$ cat src/rtl/lib_switch_allocator_pkg.sv
// Shared configuration for the VOQ/FIFO switch library: default port counts and pointer sizing.
// Optional feature macro LIB_SWITCH_ALLOCATOR_ISLIP_EN is consumed by lib_switch_allocator.
package lib_switch_allocator_pkg;

    localparam int unsigned N_DEF = 4;
    localparam int unsigned M_DEF = 4;

    // Round-robin pointer width for a given number of candidates, never below one bit.
    function automatic int unsigned ptr_width(input int unsigned count);
        return (count <= 1) ? 1 : $clog2(count);
    endfunction

endpackage

$ cat src/rtl/lib_switch_allocator_if.sv
// Request/grant bus between the VOQ blocks and the switch allocator.
interface lib_switch_allocator_if
    import lib_switch_allocator_pkg::*;
#(
    parameter int unsigned N = N_DEF,
    parameter int unsigned M = M_DEF
);

    logic [0:N-1][0:M-1] i_req;
    logic [0:N-1][0:M-1] o_grant;
    logic [0:M-1][0:N-1] o_sel;
    logic [0:M-1]        o_out_val;

    modport master (
        output i_req,
        input  o_grant,
        input  o_sel,
        input  o_out_val
    );

    modport slave (
        input  i_req,
        output o_grant,
        output o_sel,
        output o_out_val
    );

endinterface

$ cat src/rtl/lib_rr_arbiter.sv
// Stateless round-robin arbiter: grants the first request found at or above ptr, wrapping.
module lib_rr_arbiter
    import lib_switch_allocator_pkg::*;
#(
    parameter int unsigned WIDTH = 4
) (
    input  logic [WIDTH-1:0]                 req,
    input  logic [ptr_width(WIDTH)-1:0]      ptr,
    output logic [WIDTH-1:0]                 grant
);

    localparam int unsigned PW = ptr_width(WIDTH);

    logic          found;
    logic [PW-1:0] idx;

    always_comb begin
        grant = '0;
        found = 1'b0;
        idx   = '0;
        for (int unsigned k = 0; k < WIDTH; k++) begin
            idx = PW'((32'(ptr) + k) % WIDTH);
            if (!found && req[idx]) begin
                grant[idx] = 1'b1;
                found      = 1'b1;
            end
        end
    end

endmodule

$ cat src/rtl/lib_switch_allocator.sv
// Single-iteration separable switch allocator (output grant, then input accept).
// Define LIB_SWITCH_ALLOCATOR_ISLIP_EN to advance output pointers only on accepted grants.
module lib_switch_allocator
    import lib_switch_allocator_pkg::*;
#(
    parameter int unsigned N = N_DEF,
    parameter int unsigned M = M_DEF
) (
    input  logic                    clk,
    input  logic                    reset,
    input  logic                    ce,
    lib_switch_allocator_if.slave   bus
);

    localparam int unsigned GPW = ptr_width(N);
    localparam int unsigned APW = ptr_width(M);

    logic [GPW-1:0] gp     [M];
    logic [GPW-1:0] gp_nxt [M];
    logic [APW-1:0] ap     [N];
    logic [APW-1:0] ap_nxt [N];

    logic [0:N-1][0:M-1] grant_q;
    logic [0:N-1][0:M-1] masked_c;
    logic [0:N-1][0:M-1] stage1_c;
    logic [0:N-1][0:M-1] accept_c;
    logic [0:M-1][0:N-1] sel_q;
    logic [0:M-1][0:N-1] sel_c;
    logic [0:M-1]        out_val_q;
    logic [0:M-1]        out_val_c;

    logic [N-1:0] col_req [M];
    logic [N-1:0] col_gnt [M];
    logic [M-1:0] row_req [N];
    logic [M-1:0] row_acc [N];

    // Channels popped on this edge still show valid; drop them from this round.
    always_comb begin
        masked_c = bus.i_req & ~grant_q;
    end

    always_comb begin
        col_req = '{default: '0};
        for (int m = 0; m < int'(M); m++) begin
            for (int n = 0; n < int'(N); n++) begin
                col_req[m][n] = masked_c[n][m];
            end
        end
    end

    for (genvar gm = 0; gm < int'(M); gm++) begin : g_out_arb
        lib_rr_arbiter #(.WIDTH(N)) u_out_arb (
            .req   (col_req[gm]),
            .ptr   (gp[gm]),
            .grant (col_gnt[gm])
        );
    end

    always_comb begin
        stage1_c = '0;
        row_req  = '{default: '0};
        for (int n = 0; n < int'(N); n++) begin
            for (int m = 0; m < int'(M); m++) begin
                stage1_c[n][m] = col_gnt[m][n];
                row_req[n][m]  = col_gnt[m][n];
            end
        end
    end

    for (genvar gn = 0; gn < int'(N); gn++) begin : g_in_arb
        lib_rr_arbiter #(.WIDTH(M)) u_in_arb (
            .req   (row_req[gn]),
            .ptr   (ap[gn]),
            .grant (row_acc[gn])
        );
    end

    always_comb begin
        accept_c  = '0;
        sel_c     = '0;
        out_val_c = '0;
        for (int n = 0; n < int'(N); n++) begin
            for (int m = 0; m < int'(M); m++) begin
                accept_c[n][m] = row_acc[n][m];
                sel_c[m][n]    = row_acc[n][m];
                out_val_c[m]   = out_val_c[m] | row_acc[n][m];
            end
        end
    end

    // Pointers move one past the winner; untouched pointers hold.
    always_comb begin
        gp_nxt = gp;
        ap_nxt = ap;
        for (int m = 0; m < int'(M); m++) begin
            for (int n = 0; n < int'(N); n++) begin
`ifdef LIB_SWITCH_ALLOCATOR_ISLIP_EN
                if (accept_c[n][m]) begin
                    gp_nxt[m] = GPW'((n + 1) % int'(N));
                end
`else
                if (stage1_c[n][m]) begin
                    gp_nxt[m] = GPW'((n + 1) % int'(N));
                end
`endif
            end
        end
        for (int n = 0; n < int'(N); n++) begin
            for (int m = 0; m < int'(M); m++) begin
                if (accept_c[n][m]) begin
                    ap_nxt[n] = APW'((m + 1) % int'(M));
                end
            end
        end
    end

    always_ff @(posedge clk) begin
        if (reset) begin
            grant_q   <= '0;
            sel_q     <= '0;
            out_val_q <= '0;
            gp        <= '{default: '0};
            ap        <= '{default: '0};
        end else if (ce) begin
            grant_q   <= accept_c;
            sel_q     <= sel_c;
            out_val_q <= out_val_c;
            gp        <= gp_nxt;
            ap        <= ap_nxt;
        end
    end

    assign bus.o_grant   = grant_q;
    assign bus.o_sel     = sel_q;
    assign bus.o_out_val = out_val_q;

endmodule
$ cat src/flat_wrapper.sv
// flat-port wrapper written by rule: the top's interface ports become plain ports
module lib_switch_allocator_flat import lib_switch_allocator_pkg::*;
#(
    parameter int unsigned N = N_DEF,
    parameter int unsigned M = M_DEF
)
  (clk, reset, ce, bus_i_req, bus_o_grant, bus_o_sel, bus_o_out_val);
  lib_switch_allocator_if #(.N(N), .M(M)) bus_i ();
  input  logic clk;
  input  logic reset;
  input  logic ce;
  input wire logic [$bits(bus_i.i_req)-1:0] bus_i_req;
  output wire logic [$bits(bus_i.o_grant)-1:0] bus_o_grant;
  output wire logic [$bits(bus_i.o_sel)-1:0] bus_o_sel;
  output wire logic [$bits(bus_i.o_out_val)-1:0] bus_o_out_val;
  assign bus_i.i_req = bus_i_req;
  assign bus_o_grant = bus_i.o_grant;
  assign bus_o_sel = bus_i.o_sel;
  assign bus_o_out_val = bus_i.o_out_val;
  lib_switch_allocator #(.N(N), .M(M)) u_core (.clk(clk), .reset(reset), .ce(ce), .bus(bus_i));
endmodule
$ cat config.mk
export PLATFORM = sky130hd
export DESIGN_NAME = lib_switch_allocator_flat
export DESIGN_NICKNAME = d
export VERILOG_FILES = /design/src/rtl/lib_switch_allocator_pkg.sv /design/src/rtl/lib_switch_allocator_if.sv /design/src/rtl/lib_rr_arbiter.sv /design/src/rtl/lib_switch_allocator.sv /design/src/flat_wrapper.sv
export SDC_FILE = /design/constraint.sdc
export NUM_CORES = 1
export LEC_CHECK = 0
export BUFFER_PORTS_ARGS = -buffer_cell sky130_fd_sc_hd__buf_2
export CAP_MARGIN = 40
export CORE_AREA = 2 2 130 69
export DETAILED_ROUTE_END_ITERATION = 7
export DIE_AREA = 0 0 132 71
export PLACE_DENSITY = 0.76
export SLEW_MARGIN = 20
export SYNTH_ARGS = -nofsm -noshare
export SYNTH_HDL_FRONTEND = slang
export SYNTH_HIERARCHICAL = 1
export SYNTH_SLANG_ARGS = --single-unit
$ cat constraint.sdc
create_clock -name clk -period 3.5 [get_ports clk]
set_input_delay 0.35 -clock clk [delete_from_list [all_inputs] [get_ports clk]]
set_output_delay 0.35 -clock clk [all_outputs]
set_load 0.03 [all_outputs]
==> impl_metrics.json, run 1 <==
{
  "finalSetupViolations": 3,
  "max_freq_mhz": 279,
  "ant_nets": 0,
  "slew_violations": 0,
  "drc_errors": 0,
  "ioPinCount": 55,
  "final_cell_mix": "buf_4 (76), nand2_1 (62), buf_2 (54), ha_1 (44), o21ai_0 (34)",
  "cts_tree": "built",
  "synth_nets": 519,
  "grt_pass1_vias": 3695,
  "cp.required_ps": 3630,
  "cp_slowest_cell": "mux4_2",
  "setup_tns_ps": -177,
  "die_w_um": 132,
  "clock_sinks": 36,
  "ys_seq_area_share_pct": 16.8,
  "fin_nets": 644,
  "first_iter_violations": 411,
  "final.fill_count": 642,
  "register_area_sq_um": 737,
  "wl_per_cell_um": 17.6,
  "end_kind": "flop",
  "status": "finished with violations",
  "io_buffers": 54,
  "fin_skew_ps": 12.3,
  "grt_max_degree": 37,
  "critPathArrivalTime_ps": 3720,
  "multi_input_area_sq_um": 3360,
  "drive_gt1_share_pct": 42.4,
  "synth_area_sq_um": 4300,
  "slew_headroom_pct": 45.7,
  "post-route-min-period_ps": 3590,
  "dieHeight_um": 71,
  "cap_violations": 0,
  "rsz0062_at_grt": "yes",
  "initial_utilization_pct": 51.7,
  "cts-root-buf": "clkbuf_16",
  "p_per_area_nw_per_um2": 1170,
  "antenna_found_initial": 0,
  "yosys.area.top_type": "dfxtp_1",
  "p_leak_nw": 2.44,
  "mostFrequentLayoutCell": "buf_4",
  "rows": 24,
  "critPathLaunchType": "flop",
  "grt_use_total_pct": 23.7,
  "min_period_over_period_pct": 102,
  "vias": 4199,
  "drt-total-wl_um": 12300,
  "post_drt_via_cell_ratio": 6.04,
  "crit_type": "reg -> reg",
  "hpwl_um": 8480,
  "insertedDiodeCount": 0,
  "insertion_delay_ps": 290,
  "max_stage_delay_ps": 610,
  "cts.clk_slew.worst_paths_ps": 70,
  "syn2layout_area_growth_pct": 29.4,
  "yosys-top-cells-area": "dfxtp_1 (17%), ha_1 (14%), mux4_2 (12%), mux4_1 (6.1%), a221o_1 (5.6%)",
  "ys_ff_latch": 36,
  "hold_depth": 2,
  "synth_top_area_share_pct": 16.8,
  "synth.avg_cell_area_sq_um": 9.51,
  "min_path_type": "reg -> reg",
  "dp_cells": 649,
  "crit_chain": "buf_6 > mux4_2 > nand2_1 > o21ai_1 > a221o_2 > mux4_2 > buf_6 > nand2_1 > o21ai_1 > a221o_1 > nor4_2 > a211oi_1",
  "tightest_slew_ps": 814,
  "core_sq_um": 8320,
  "yosys_warnings": 6,
  "cp_max_fo": 6,
  "htreeDepth": 2,
  "syn-instance-count": 452,
  "cts_made_buffers": 5,
  "die_area_sq_um": 9370,
  "final_hold_viol_count": 0,
  "vdd_drop_max_mv": 0.724,
  "grt_remaining_overflow": 0,
  "place_congestion": 0.924,
  "reg2reg_depth": 12,
  "drt_first_pass_iters": 6,
  "grt_pass1_wl_um": 18100,
  "fin_ws_ps": -86.6,
  "p_total_mw": 6.53,
  "fin_cells": 695,
  "cts_buffer_depth": 2,
  "violations": "negative setup slack",
  "ys_types": 31
}
==> metrics by stage <==
step / setup WS (ps) / util [%] / instance area (sq um) / hold WS, ps
6_report: -86.6 / 66.8 / 5560 / 483
5_1_grt: -146 / 66.8 / 5560 / 521
4_1_cts: 1.57 / 62.5 / 5190 / 482
3_5_place_dp: -132 / 58.7 / 4890 / 474
3_3_place_gp: -117 / 58.7 / 4890 / 477
2_1_floorplan: 129 / - / 4300 / 505
==> power breakdown <==
part / switching [mW] / leakage (nW) / internal, mW
logic: 2.77 / 2.06 / 2.48
clock network: 0.192 / 0.0798 / 0.335
registers: 0.181 / 0.299 / 0.571
total: 3.14 / 2.44 / 3.39
==> Yosys cell counts, drive strengths merged <==
cell,instances
nand2,64
ha,48
o21ai,46
inv,39
dfxtp,36
mux4,32
nor2,29
buf,28
a221o,24
nor2b,20
mux2i,16
a21oi,14
o211ai,13
a21o,8
nor4b,8
a221oi,7
nor3b,6
a211oi,3
nor4,3
o311a,3
a21bo,2
nand2b,2
a311oi,1
==> flip-flops by register name (all words and copies together), names as in the netlist <==
signal                count
u_core/bus.o_sel          3
u_core/bus.o_out_val      4
u_core/ap                 8
u_core/bus.o_grant       13
u_core/gp                 8
==> path summary, 6_finish.rpt <==
check                       endpoint  slack (ps)               startpoint
min reg2reg  u_core/bus.o_out_val[0]         480  u_core/bus.o_out_val[0]
max reg2reg  u_core/bus.o_out_val[0]         -90             u_core/gp[4]
min          u_core/bus.o_out_val[0]         480  u_core/bus.o_out_val[0]
max          u_core/bus.o_out_val[0]         -90             u_core/gp[4]
==> critical path: cells and delay by family, from the launching register on <==
kind / cells / cell delay (ps)
muxes: 2 / 1200
AOI/OAI and AO/OA: 5 / 990
and+or+nand+nor: 3 / 540
DFF: 1 / 380
buffers and inverters: 2 / 290
==> cells by family (layout without fill, tap and decap cells) <==
logic type / count (synthesis) / count (layout) / synth area share [%]
AOI/OAI and AO/OA: 121 / 121 / 20.9
adders and majority gates: 48 / 48 / 14.0
buffers and inverters: 67 / 191 / 8.85
DFF: 36 / 36 / 16.8
muxes: 48 / 50 / 21.4
and+or+nand+nor: 132 / 132 / 18.1
==> final cells by class <==
class                      instances  area share, %
clock inverter                     3          0.765
timing repair buffer             144           18.0
sequential                        36           13.3
inverter                          39           2.63
tap                              117           2.63
multi-input combinational        351           60.5
clock buffer                       5           2.25
==> routing by layer <==
metal	track usage [%]	wire length (um)	vias up
met5	0	0	-
met4	4.95	169	0
met3	4.09	991	28
met2	38.9	5680	212
met1	33.3	5420	2030
li1	-	-	1929
==> timing repair <==
action | 4_1_cts | 5_1_grt
endpoints found under the hold margin | 0 | 0
hold buffers | 0 | 0
gates cloned | 1 | 1
setup endpoints to repair | 15 | 25
pin swaps | 10 | 38
buffers inserted | 13 | 24
gates resized for setup | 8 | 61
No activity file was read; power rests on OpenSTA's default activity.
==> run 2, diff against run 1 <==
--- a/config.mk
+++ b/config.mk
@@ -10,6 +10,7 @@
 export CORE_AREA = 2 2 130 69
 export DETAILED_ROUTE_END_ITERATION = 7
 export DIE_AREA = 0 0 132 71
+export GPL_TIMING_DRIVEN = 0
 export PLACE_DENSITY = 0.76
 export SLEW_MARGIN = 20
 export SYNTH_ARGS = -nofsm -noshare
==> run 2 against run 1 <==
Against the previous run:
- the flow still finishes with violations (negative setup slack)
- count of clock-buffer cells in the layout is 2 higher
- sequential power is 6.9% higher
- worst hold slack worse by 84 ps
- non-clock buffer count is 2 lower
- via count is 4.1% higher
- fmax is 2.2% higher
- utilization is 2.4 points higher
- clock power is 4% higher
- largest power group unchanged
==> impl_metrics.json, run 2 (synthesis gave the netlist of run 1 again) <==
{
  "mostFrequentLayoutCell": "buf_4",
  "final_cell_mix": "buf_4 (71), nand2_1 (60), buf_2 (57), ha_1 (44), o21ai_0 (33)",
  "htreeDepth": 2,
  "grt_use_total_pct": 25.4,
  "final_hold_viol_count": 0,
  "max_freq_mhz": 285,
  "core_sq_um": 8320,
  "die_area_sq_um": 9370,
  "cap_violations": 0,
  "violations": "negative setup slack",
  "antenna_found_initial": 0,
  "io_buffers": 52,
  "reg2reg_depth": 10,
  "pwr-share-comb_pct": 79.5,
  "fin_skew_ps": 3.52,
  "drc_errors": 0,
  "end_kind": "flop",
  "ant_nets": 0,
  "dieHeight_um": 71,
  "p_total_mw": 6.58,
  "ioPinCount": 55,
  "min_period_over_period_pct": 100,
  "post_drt_via_cell_ratio": 6.28,
  "drive_gt1_share_pct": 47.3,
  "fin_nets": 645,
  "crit_type": "reg -> reg",
  "grt_remaining_overflow": 0,
  "wl_per_cell_um": 18.8,
  "cts.clk_slew.worst_paths_ps": 60,
  "hpwl_um": 8400,
  "hold_depth": 2,
  "cts_tree": "built",
  "critPathLaunchType": "flop",
  "largest_register_ffs": 13,
  "tightest_slew_ps": 594,
  "slew_headroom_pct": 60.3,
  "min_path_type": "in -> reg",
  "dpl-instance-area_sq_um": 4700,
  "insertion_delay_ps": 280,
  "drt-total-wl_um": 13100,
  "insertedDiodeCount": 0,
  "vias": 4371,
  "cts_made_buffers": 5,
  "fin_util_pct": 69.3,
  "die_w_um": 132,
  "syn2layout_area_growth_pct": 34.0,
  "grt_pass1_wl_um": 19200,
  "worst_hold_slack_ps": 399,
  "cts-root-buf": "clkbuf_16",
  "first_iter_violations": 502,
  "cts_buffer_depth": 2,
  "cp_max_fo": 6,
  "cts_hold_buffers": 0,
  "fin_ws_ps": -8.09,
  "power.switching_mw": 3.21,
  "cp.required_ps": 3650,
  "initial_utilization_pct": 51.7,
  "drt_first_pass_iters": 6,
  "critPathArrivalTime_ps": 3660,
  "clock_power_share_pct": 8.3,
  "rows": 24,
  "clock_sinks": 36,
  "grt_pass1_vias": 3881,
  "design_area_sq_um": 5760,
  "place_congestion": 0.807,
  "slew_violations": 0,
  "p_per_area_nw_per_um2": 1140,
  "post-route-min-period_ps": 3510,
  "pwr-share-seq_pct": 12.2,
  "p_leak_nw": 2.51,
  "p_int_mw": 3.37,
  "status": "finished with violations",
  "p_sw_share_pct": 48.8,
  "rsz0062_at_grt": "yes",
  "vdd_drop_max_mv": 0.642,
  "grt_max_degree": 13,
  "finalSetupViolations": 3
}
## run 2: cell count changes in the layout (fill, tap and decap cells not counted), moves of 5 or more
cell     previous run  this run
a221o_2             5        14
dfxtp_1            27        21
dfxtp_4             2         8
a221o_1            19        10
buf_6              14         9
buf_4              76        71
## run 2: power by group through the flow
stage / combinational (mW) / sequential, mW / clock, mW
2_1_floorplan: 2.80 / 0.942 / 0
3_3_place_gp: 3.66 / 0.789 / 0
3_5_place_dp: 3.80 / 0.804 / 0
4_1_cts: 4.29 / 0.783 / 0.543
5_1_grt: 5.51 / 0.830 / 0.565
6_report: 5.23 / 0.804 / 0.546
## run 2: area by class of cell
cell class | instances | area [sq um]
clock buffer | 7 | 153
tap | 117 | 146
fill | 591 | 2560
multi-input combinational | 354 | 3520
sequential | 36 | 759
timing repair buffer | 114 | 769
inverter | 39 | 151
buffer | 28 | 234
clock inverter | 1 | 30.0
## run 2: worst max-delay path: stages (launching register included)
cell and delay, ps:
dfxtp_4 360, buf_6 130, mux4_2 620, nor4b_4 400
nand2_1 90, o211ai_1 280, mux4_2 470, nor4b_4 80
a221o_1 460, nor4_2 350, a211oi_2 120
## run 2: per-layer routing
metal / part of all wire [%] / global-route usage [%]
met2: 48 / 41.8
met4: 1.6 / 8.09
met3: 8.1 / 3.80
met5: 0 / 0
met1: 42 / 34.8
## run 2: final timing paths
check / to / start / slack, ps
worst max-delay path: u_core/bus.o_out_val[1] / u_core/gp[0] / -8
worst min-delay path: u_core/gp[4] / reset / 400
worst max register to register: u_core/bus.o_out_val[1] / u_core/gp[0] / -8
worst min register to register: u_core/gp[7] / u_core/gp[7] / 510
## run 2: stage by stage
step	setup slack, ps	setup TNS [ps]	instances
after global placement	-260	-2960	621
after CTS	0.413	0	661
after detailed placement	-405	-6120	621
final	-8.09	-20.4	696
after global routing	-155	-926	696
after floorplan	129	0	452
## run 2: timing repair
action | CTS | global route
gates resized for setup | 24 | 77
buffers inserted | 29 | 33
setup endpoints to repair | 28 | 27
cloned | 3 | 2
pin swaps | 14 | 48
